--- config.mk ---
export PLATFORM = sky130hd
export DESIGN_NAME = hazard_stall_ctrl
export DESIGN_NICKNAME = d
export VERILOG_FILES = /design/src/rtl/hazard_stall_ctrl.sv
export SDC_FILE = /design/constraint.sdc
export NUM_CORES = 1
export LEC_CHECK = 0
export CAP_MARGIN = 40
export CORE_ASPECT_RATIO = 0.7
export CORE_MARGIN = 2
export CORE_UTILIZATION = 25
export DETAILED_ROUTE_END_ITERATION = 10
export SETUP_SLACK_MARGIN = 0.1
export SYNTH_ARGS = -nofsm -noshare
export SYNTH_HDL_FRONTEND = slang
export SYNTH_SLANG_ARGS = --single-unit
--- constraint.sdc ---
create_clock -name clk -period 5.1 [get_ports clk]
set_clock_uncertainty 0.1 [all_clocks]
set_input_delay 0.51 -clock clk [delete_from_list [all_inputs] [get_ports clk]]
set_output_delay 0.51 -clock clk [all_outputs]
set_load 0.05 [all_outputs]
--- src/rtl/hazard_stall_ctrl.sv ---
// Hazard and stall controller for the 5-stage MIPS pipeline: load-use stalls,
// branch/jump squash, MULT/DIV busy sequencing and a saturating stall counter.
module hazard_stall_ctrl #(
    parameter int unsigned MUL_LAT = 4,
    parameter int unsigned DIV_LAT = 32,
    parameter int unsigned CNT_W   = 6
) (
    input  logic        clk,
    input  logic        rst,
    input  logic [4:0]  Rs_Id,
    input  logic [4:0]  Rt_Id,
    input  logic [4:0]  Rt_Ex,
    input  logic        MemRead_Ex,
    input  logic        Branch_Taken_Id,
    input  logic        Jump_Id,
    input  logic        MD_Start_Id,
    input  logic        MD_IsDiv_Id,
    input  logic        MD_Use_Id,
    output logic        PC_Write,
    output logic        IFID_Write,
    output logic        IDEX_Flush,
    output logic        IFID_Flush,
    output logic        MD_Fire,
    output logic        MD_Busy,
    output logic        MD_Done,
    output logic [15:0] Stall_Cnt
);

    localparam int unsigned STALL_W = 16;
    localparam logic [CNT_W-1:0]   MUL_LOAD = CNT_W'(MUL_LAT);
    localparam logic [CNT_W-1:0]   DIV_LOAD = CNT_W'(DIV_LAT);
    localparam logic [STALL_W-1:0] STALL_MAX = '1;

    typedef enum logic {
        IDLE = 1'b0,
        BUSY = 1'b1
    } state_t;

    state_t               r_state;
    logic [CNT_W-1:0]     r_cnt;
    logic                 r_md_done;
    logic [STALL_W-1:0]   r_stall_cnt;

    logic                 w_load_use;
    logic                 w_md_stall;
    logic                 w_stall;
    logic                 w_fire;

    // Hazard detection: load-use on a non-zero destination, or MULT/DIV traffic while busy
    always_comb begin
        w_load_use = MemRead_Ex && (Rt_Ex != 5'd0) &&
                     ((Rt_Ex == Rs_Id) || (Rt_Ex == Rt_Id));
        w_md_stall = (r_state == BUSY) && (MD_Start_Id || MD_Use_Id);
        w_stall    = w_load_use || w_md_stall;
        w_fire     = MD_Start_Id && !w_stall;
    end

    // Pipeline control; stall outranks branch/jump squash, reset forces a full bubble
    always_comb begin
        PC_Write   = 1'b1;
        IFID_Write = 1'b1;
        IDEX_Flush = 1'b0;
        IFID_Flush = Branch_Taken_Id || Jump_Id;
        MD_Fire    = w_fire;
        if (!rst) begin
            PC_Write   = 1'b0;
            IFID_Write = 1'b0;
            IDEX_Flush = 1'b1;
            IFID_Flush = 1'b1;
            MD_Fire    = 1'b0;
        end else if (w_stall) begin
            PC_Write   = 1'b0;
            IFID_Write = 1'b0;
            IDEX_Flush = 1'b1;
            IFID_Flush = 1'b0;
        end
    end

    // MULT/DIV busy FSM with countdown, done pulse and saturating stall counter
    always_ff @(posedge clk) begin
        if (!rst) begin
            r_state     <= IDLE;
            r_cnt       <= '0;
            r_md_done   <= 1'b0;
            r_stall_cnt <= '0;
        end else begin
            r_md_done <= 1'b0;
            case (r_state)
                IDLE: begin
                    if (w_fire) begin
                        r_cnt   <= MD_IsDiv_Id ? DIV_LOAD : MUL_LOAD;
                        r_state <= BUSY;
                    end
                end
                BUSY: begin
                    if (r_cnt == CNT_W'(1)) begin
                        r_cnt     <= '0;
                        r_state   <= IDLE;
                        r_md_done <= 1'b1;
                    end else begin
                        r_cnt <= r_cnt - CNT_W'(1);
                    end
                end
                default: begin
                    r_state <= IDLE;
                    r_cnt   <= '0;
                end
            endcase
            if (w_stall && (r_stall_cnt != STALL_MAX)) begin
                r_stall_cnt <= r_stall_cnt + STALL_W'(1);
            end
        end
    end

    assign MD_Busy   = (r_state == BUSY);
    assign MD_Done   = r_md_done;
    assign Stall_Cnt = r_stall_cnt;

endmodule

==> qor.yml <==
status: "finished clean"
power.density_nw_per_um2: 245
end_kind: "output pin"
required_ns: 4.49
clock_latency_ns: 0.27
vias: 1453
final_cell_mix: "clkdlybuf4s50_1 (45), dfxtp_1 (24), a21oi_1 (17)"
core_um2: 5730
worstSetupPathType: "input port to output pin"
start_kind: "input port"
syn2layout_area_growth_pct: 37.2
finalSetupViolCount: 0
synthXorXnorAreaFrac: 0.0711
cts.hold.buffers_added: 0
syn_area_per_cell_um2: 8.13
ir_drop_v: 0.000135
n_antenna_cell: 0
place_hpwl_mm: 2.77
gp_congestion: 0.737
drcViolationCount: 0
muxShareOfSynthArea: 0.00677
crit_top_cell: "clkdlybuf4s50_1"
p_leak_nw: 0.668
io_pins: 46
track_usage: 0.122
post-cts-setup-buffers: 0
synth_nets: 208
setup-tns-final_ns: 0
max_slew.worst_pin.slew_ns: 0.848
path_cells: "clkdlybuf4s50_1 > or4_1 > o21a_1 > a21oi_2 > o21ai_0 > nand2_1 > clkdlybuf4s50_1"
clk_pin_slew_ns: 0.08
maxCapViolCount: 0
port-buffer-count: 45
crit_arrival_ns: 3.26
rsz0062_at_grt: "false"
drt_iter0_markers: 84
drt-met1-wl_mm: 1.92
max_freq_mhz: 258
wl_met3_um: 205
crit_path_max_incr_delay_ns: 0.82
cts.sink_count: 24
synth_top_family_by_area: "simple AND/OR/NAND/NOR gates"
viasPerCell: 4.88
top_layer: "met4"
rows: 23
layout_min_cycle_time_ns: 3.87
die_h_um: 68.4
ys_seq_elements: 24
final_common_cell: "clkdlybuf4s50_1"
syn-cell-area_um2: 1480
die_area_um2: 6560
drive_above_1_share: 0.0448
crit_fanout: 11
placed_cell_area_um2: 1960
cts-resized-gates: 0
ant_nets: 0
crit_family: "buffers and inverters"
seq_area_frac_synth: 0.325
min_path_type: "register to register"
first_pass_iters: 5
maxSlewViolCount: 0
maxSlewHeadroom: 0.435
h-tree-depth: 1
hold_violations: 0
start_util: 0.258
synth_compound_gate_area_share: 0.245
die_w_um: 95.9
grt_max_degree: 22
tritoncts.num_buffers: 3
antenna_found_initial: 0
totalWireLength_mm: 3.78
cts_tree: "done"
stdcell_area_um2: 2030
synth_ff_type: "dfxtp_1"
overflow: 0
synthCells: 182
crit_buf_inv: 2
first_global_vias: 1367
synthSimpleGateAreaFrac: 0.266
async_flop_share: 0
grt_pass1_wl_mm: 6.38
post-route-period-util: 0.759
slowest_stage: "clkdlybuf4s50_1"
synth_fa_ha_area_frac: 0.0254
ys_types: 47
clock_path_buffers: 2
root_buffer: "clkbuf_8"
wl_per_cell_um: 12.7
final_nets: 250
wl_met2_mm: 1.64
synth_enable_flop_cells: 0
synth_warnings: 0
==> Yosys cell counts (all sizes together) (2+ instances only) <==
master  count  area share
inv         5       0.013
clkinv      2      0.0051
nor3        5       0.017
o21ai      15       0.051
nand2b      3       0.013
or3         9       0.038
and3        3       0.014
buf         6       0.039
clkbuf      2      0.0051
or4         4       0.020
nand3       9       0.030
and4        3       0.018
xor2        2       0.012
o22ai       2       0.018
a41o        2       0.014
a21oi      19       0.069
or2         2      0.0085
xnor2      10       0.059
ha          3       0.025
o31ai       4       0.020
a211oi      2       0.010
dfxtp      24        0.32
nor2        9       0.023
o21a        3       0.015
nor4        2      0.0085
nand2      15       0.038
nand4       4       0.017
==> per-layer routing <==
| metal | global-route usage | up-vias |
|---|---|---|
| li1 | - | 760 |
| met1 | 0.160 | 652 |
| met2 | 0.209 | 39 |
| met3 | 0.0264 | 2 |
| met4 | 0.0250 | 0 |
| met5 | 0 | - |
==> tightest hold or removal path, cell delays in order (launching register included) <==
cell and delay (ns):
dfxtp_1 0.35, nand3_1 0.07, o21ai_1 0.05
==> worst paths after layout <==
path / from / endpoint / slack (ns) / depth (start not counted)
worst max-delay path: Rt_Ex[1] / IFID_Flush / 1.23 / 7
worst min-delay path: Stall_Cnt[1] / Stall_Cnt[1] / 0.41 / 2
worst max register to register: Stall_Cnt[0] / Stall_Cnt[3] / 2.61 / 7
worst min register to register: Stall_Cnt[1] / Stall_Cnt[1] / 0.41 / 2
==> area by class of cell <==
type                            count  area (µm²)
Fill cell                         583        3700
Clock buffer                        3        41.3
Multi-Input combinational cell    143         907
Inverter                            7        26.3
Tap cell                           75        93.8
Clock inverter                      1        30.0
Sequential cell                    24         480
Timing Repair Buffer               45         450
==> kinds of logic (layout without fill, tap and decap cells) <==
kind of cell / count (synthesis) / in the layout
adders and majority gates: 3 / 3
muxes: 1 / 1
AOI/OAI and AO/OA: 55 / 55
and+or+nand+nor: 72 / 72
xor gates and xnor gates: 12 / 12
DFF: 24 / 24
buffers and inverters: 15 / 56
==> registers in the layout (all words and copies together) (netlist names) <==
name,cells
MD_Busy,1
MD_Done,1
Stall_Cnt,16
r_cnt,6
==> metrics by stage <==
step,setup slack (ns),util,total power [mW],instances,hold slack (ns)
6_report,1.23,0.354,0.497,298,0.406
5_1_grt,1.10,0.354,0.526,298,0.423
4_1_cts,1.23,0.354,0.504,298,0.411
3_5_place_dp,1.24,0.342,0.334,294,0.397
3_3_place_gp,1.28,0.342,0.333,294,0.390
2_1_floorplan,2.35,-,0.297,182,0.372
==> power by group <==
group | internal, mW | total (mW) | switching, mW
clock | 0.105 | 0.168 | 0.0627
combinational | 0.0543 | 0.125 | 0.0703
sequential | 0.195 | 0.205 | 0.00973
Note: power is estimated with default switching activity, not from simulation.
